==> config.mk <==
export PLATFORM = sky130hd
export DESIGN_NAME = ifetch_stage
export DESIGN_NICKNAME = d
export VERILOG_FILES = /design/src/rtl/riscv_pkg.sv /design/src/rtl/ifetch_stage.sv
export SDC_FILE = /design/constraint.sdc
export NUM_CORES = 1
export LEC_CHECK = 0
export CORE_MARGIN = 5
export CORE_UTILIZATION = 31
export CTS_BUF_LIST = sky130_fd_sc_hd__clkbuf_16
export CTS_CLUSTER_DIAMETER = 40
export DETAILED_ROUTE_END_ITERATION = 8
export PLACE_DENSITY = 0.72
export SLEW_MARGIN = 25
export SYNTH_ARGS = -nofsm -noshare
export SYNTH_HDL_FRONTEND = slang
export SYNTH_SLANG_ARGS = --single-unit
==> constraint.sdc <==
create_clock -name clk -period 2.1 [get_ports clk]
set_clock_uncertainty 0.15 [all_clocks]
set_input_delay 0.315 -clock clk [delete_from_list [all_inputs] [get_ports clk]]
set_output_delay 0.315 -clock clk [all_outputs]
set_load 0.02 [all_outputs]
==> src/rtl/riscv_pkg.sv <==
`default_nettype none
// ============================================================================
// Module   : riscv_pkg
// Brief    : Shared fetch-stage types and instruction constants.
// Revision : 1.0 - initial release
// ============================================================================
package riscv_pkg;

    localparam int          XLEN        = 64;
    localparam int          ILEN        = 32;
    localparam logic [31:0] NOP_INSTR   = 32'h0000_0013;
    localparam logic [31:0] ECALL_INSTR = 32'h0000_0073;

    typedef enum logic [1:0] {
        BOOT = 2'd0,
        RUN  = 2'd1,
        HALT = 2'd2
    } fetch_state_t;

    typedef struct packed {
        logic            valid;
        logic [XLEN-1:0] pc;
        logic [ILEN-1:0] instr;
    } if_id_t;

endpackage
`default_nettype wire

==> src/rtl/ifetch_stage.sv <==
`default_nettype none
// ============================================================================
// Module   : ifetch_stage
// Brief    : PC owner and IF/ID register with stall, redirect and halt.
// Revision : 1.0 - initial release
// ============================================================================
module ifetch_stage
    import riscv_pkg::*;
#(
    parameter logic [63:0]     RESET_PC   = 64'h0,
    parameter int              BITS       = 32,
    parameter logic [BITS-1:0] HALT_INSTR = riscv_pkg::ECALL_INSTR,
    parameter logic [BITS-1:0] NOP_INSTR  = riscv_pkg::NOP_INSTR
) (
    input  logic            clk,
    input  logic            reset,
    output logic [63:0]     imem_addr,
    input  logic [BITS-1:0] imem_instr,
    input  logic            stall,
    input  logic            redirect_valid,
    input  logic [63:0]     redirect_pc,
    output logic            id_valid,
    output logic [63:0]     id_pc,
    output logic [BITS-1:0] id_instr,
    output logic            halted,
    output logic [31:0]     fetch_count
);

    fetch_state_t state_q, state_d;
    logic [63:0]  pc_q, pc_d;
    if_id_t       if_id_q, if_id_d;
    logic [31:0]  count_q, count_d;
    logic         w_is_halt;

    assign w_is_halt = (imem_instr == HALT_INSTR);

    always_ff @(posedge clk) begin
        if (reset) begin
            state_q <= BOOT;
        end else begin
            state_q <= state_d;
        end
    end

    always_comb begin
        state_d = state_q;
        case (state_q)
            BOOT:    state_d = RUN;
            RUN:     if (!redirect_valid && !stall && w_is_halt) state_d = HALT;
            HALT:    if (redirect_valid) state_d = RUN;
            default: state_d = BOOT;
        endcase
    end

    always_comb begin
        halted = (state_q == HALT);
    end

    // Redirect beats stall: the flushed slot must become a bubble even while decode is stalled.
    always_comb begin
        pc_d    = pc_q;
        if_id_d = if_id_q;
        count_d = count_q;
        if (redirect_valid) begin
            pc_d = {redirect_pc[63:2], 2'b00};
            if (state_q != BOOT) begin
                if_id_d.valid = 1'b0;
                if_id_d.instr = NOP_INSTR;
            end
        end else if (!stall) begin
            case (state_q)
                RUN: begin
                    if_id_d.valid = 1'b1;
                    if_id_d.pc    = pc_q;
                    if_id_d.instr = imem_instr;
                    if (count_q != 32'hFFFF_FFFF) begin
                        count_d = count_q + 32'd1;
                    end
                    if (!w_is_halt) begin
                        pc_d = pc_q + 64'd4;
                    end
                end
                HALT: begin
                    if_id_d.valid = 1'b0;
                    if_id_d.instr = NOP_INSTR;
                end
                default: begin
                end
            endcase
        end
    end

    always_ff @(posedge clk) begin
        if (reset) begin
            pc_q    <= RESET_PC;
            if_id_q <= '{valid: 1'b0, pc: 64'h0, instr: NOP_INSTR};
            count_q <= 32'h0;
        end else begin
            pc_q    <= pc_d;
            if_id_q <= if_id_d;
            count_q <= count_d;
        end
    end

    assign imem_addr   = pc_q;
    assign id_valid    = if_id_q.valid;
    assign id_pc       = if_id_q.pc;
    assign id_instr    = if_id_q.instr;
    assign fetch_count = count_q;

endmodule
`default_nettype wire

==> results by group <==
Outcome
  – Status: complete, but fails checks
  – Failing checks: setup timing

Timing
  – Final Cycle Share: 103%
  – Final WS setup: -0.0642 ns
  – Fin crit period: 2.16 ns
  – Hold Slack: 0.0894 ns
  – Final setup violation count: 8
  – Fmax: 462 MHz
  – Hold Vio Cnt, Final: 0
  – Slew Limit Fails: 0
  – Max-Slew Margin vs Limit: 46.3%
  – RSZ-0062 raised after global routing: true
  – Worst slew pin tran: 0.802 ns

Yosys
  – Ys Warns: 0
  – Most used DFF post-synth: dfxtp_1
  – Post-synthesis sequential area ratio: 42.1%
  – Synthesized instance count: 1130
  – Post-synth EDFFs: 0
  – Area fraction in compound gates after synthesis: 21.2%
  – Largest family of logic cells by synthesized area: simple AND/OR/NAND/NOR gates
  – Simple-Gate Fraction of Synth Area: 29.0%
  – Proportion of synthesized area in mux cells: 0.620%
  – Synth Area in XOR/XNOR: 1.83%
  – Synthesized-area fraction occupied by adder cells: 0.275%
  – Post-synth cell types: 73
  – Syn Area/Cell: 8.04 µm²
  – Synthesized flop and latch total: 191
  – Async set-reset flop share out of synthesis: 0%
  – Synthesized cell area: 9080 µm²

Floorplan
  – Initial Util: 31.5%
  – Io pins: 294
  – Row cnt: 62
  – Die Wd: 181 µm
  – Core box area: 28900 µm²
  – Die height: 181 µm
  – Die area: 32800 µm²

Global routing
  – Layer carrying the most global-route usage: met2
  – Met2 Track Usage GR: 34.5%
  – GRT overflow: 0
  – First-pass GRT wire length: 55.9 mm
  – GR Layer Usage met1: 26.1%
  – Vias in the first global route: 10424
  – Grt met3 use: 5.51%
  – Largest net degree at the start of global routing: 63
  – Initial antenna violation count: 5
  – All-layer global routing usage: 20.8%

Cells and area
  – Final #Nets: 1691
  – Finished Core Util: 52.8%
  – Area grow syn2layout: 67.7%
  – Final instance area: 15200 µm²
  – Share of post-route cells with drive strength above 1: 26.0%

Pwr
  – Pwr Density: 555 nW/µm²
  – Combinational fraction of design power: 16.9%
  – Leak: 5.69 nW
  – Seq pwr share: 45.4%
  – VDD IR max: 506 µV
  – Sw Ratio: 29.2%
  – Clock power share: 37.8%
  – Pint: 5.99 mW
  – Switch Pwr: 2.47 mW

Route
  – Vias/cell: 5.35
  – # DRC: 0
  – Router iterations before antenna repair: 5
  – Post-route ant nets: 0
  – DRT iter0 DRCs: 589
  – DR WL/cell: 18.3 µm
  – WL final: 36.3 mm
  – Vias: 10634

Worst setup path
  – Crit Path Category: reg -> reg
  – Reg-to-Reg Start: imem_addr[35]$_SDFFE_PP0P_
  – Crit end category: register
  – WP data arrival: 2.35 ns
  – CP required: 2.29 ns
  – Crit path launch: imem_addr[35]$_SDFFE_PP0P_
  – Startpoint Class: register
  – Worst-path fanout max: 7

Place
  – Area after DPL: 13900 µm²
  – HPWL Detailed: 26.6 mm
  – GPL Wtd Cong: 0.827
  – Port Buf Inserts: 287

Clock tree
  – Clk buf depth: 2
  – Worst-path clk slew: 0.08 ns
  – Clk root buf: clkbuf_16
  – Clock sinks: 191
  – CTS Buf Count: 17
  – CTS tree: done
  – Worst-Skew Late Latency: 0.45 ns
  – CTS H-tree depth: 4

Hold path
  – Worst Hold Class: in -> reg
  – Critical hold path startpoint: reset

Flow run
  – Max-cap viol count: 0
[cell usage after synthesis (5+ instances only)]
cell type | instances | area [µm²]
or3_1 | 20 | 125
buf_2 | 7 | 35.0
nor4_1 | 26 | 163
or4_1 | 18 | 135
a211oi_1 | 11 | 82.6
nand2_1 | 186 | 698
and3_1 | 14 | 87.6
and2_1 | 5 | 31.3
and4_1 | 12 | 105
a22oi_1 | 28 | 210
a2111oi_1 | 8 | 80.1
o211ai_1 | 20 | 150
nor3_1 | 12 | 60.1
a21oi_1 | 97 | 485
xor2_1 | 7 | 61.3
nor2_1 | 97 | 364
buf_1 | 6 | 22.5
o31ai_1 | 10 | 75.1
inv_1 | 30 | 113
clkbuf_1 | 64 | 240
o21a_1 | 5 | 37.5
o311ai_0 | 5 | 43.8
a311oi_1 | 10 | 87.6
a31oi_1 | 12 | 75.1
a2111oi_0 | 7 | 61.3
nand4_1 | 35 | 219
xnor2_1 | 12 | 105
nor2b_1 | 9 | 56.3
nand3_1 | 46 | 230
o2111ai_1 | 8 | 70.1
o31a_1 | 16 | 140
o21ai_0 | 21 | 105
dfxtp_1 | 191 | 3820
[cell usage in the layout (no fill, tap or decap), drive strengths merged, types with 15 or more instances in the layout]
cell           instances
dlygate4sd2           17
o211ai                20
dlymetal6s2s          15
inv                   41
nor2                  97
or4                   18
a22oi                 28
nor4                  31
dfxtp                191
nand2                188
o21ai                 23
nand4                 37
clkdlybuf4s50        252
nand3                 49
clkbuf                17
or3                   20
buf                  233
a2111oi               15
o31a                  16
a21oi                 97
[cell type report]
| type | count | area [µm²] |
|---|---|---|
| tap | 384 | 480 |
| clock inverter | 15 | 124 |
| fill | 2665 | 13600 |
| antenna | 3 | 7.51 |
| clock buffer | 17 | 425 |
| timing repair buffer | 517 | 4760 |
| inverter | 31 | 118 |
| multi-input combinational | 831 | 5380 |
| sequential | 191 | 3930 |
[cell families (layout without fill, tap and decap cells)]
| logic type | Yosys count | after routing |
|---|---|---|
| fa+ha+maj | 2 | 2 |
| compound gates | 284 | 284 |
| buf+inv | 112 | 580 |
| mux | 5 | 5 |
| xor+xnor | 19 | 19 |
| flops | 191 | 191 |
| simple gates | 516 | 517 |
| other cells | 1 | 7 |
[power by group through the flow]
stage | clock network, mW | registers (mW) | logic, mW
finish | 3.20 | 3.84 | 1.43
global route | 3.43 | 3.85 | 1.53
CTS | 3.28 | 3.83 | 1.38
detailed placement | 0 | 3.92 | 1.36
global placement | 0 | 3.91 | 1.34
floorplan | 0 | 4.11 | 0.381
[sequential cells by signal, indices dropped and copies added (netlist names)]
name,cells
id_pc,62
id_valid,1
state_q,2
imem_addr,62
fetch_count,32
id_instr,32
[metrics by stage]
step | setup WS [ns] | TNS, ns | std cells | total power [mW]
after floorplan | -0.0742 | -0.129 | 1133 | 4.49
after global placement | -0.724 | -74.06 | 1922 | 5.25
after detailed placement | -0.747 | -74.35 | 1922 | 5.28
after CTS | -0.00641 | -0.00901 | 1969 | 8.49
after global routing | -0.121 | -1.88 | 1989 | 8.80
final | -0.0642 | -0.197 | 1989 | 8.46
[layer usage]
layer	routed length [µm]	vias to the layer above
met5	27	-
met3	2560	71
met1	15200	5087
li1	-	5077
met2	17500	395
met4	1030	4
[what timing repair did]
| action | CTS | global route |
|---|---|---|
| setup endpoints to repair | 85 | 120 |
| cloned | 0 | 1 |
| resized for setup | 57 | 93 |
| buffers inserted | 15 | 18 |
| hold buffers | 0 | 0 |
| pin swaps | 26 | 48 |
| hold endpoints to repair | 0 | 0 |
[final timing paths]
path                                                   end  slack [ns]  cells past startpoint
worst max-delay path            imem_addr[57]$_SDFFE_PP0P_       -0.06                      8
worst min-delay path            imem_addr[59]$_SDFFE_PP0P_        0.09                      3
worst max register to register  imem_addr[57]$_SDFFE_PP0P_       -0.06                      8
worst min register to register      id_pc[35]$_SDFFE_PP0P_        0.30                      2
[critical path, cell delays in order (launching register included)]
cell,delay [ns]
dfxtp_2,0.33
nand4_1,0.13
buf_4,0.17
nor4_4,0.25
buf_4,0.19
nand4_1,0.11
buf_6,0.16
o311a_1,0.28
a221o_1,0.26
Power figures use the tool's default switching activity.
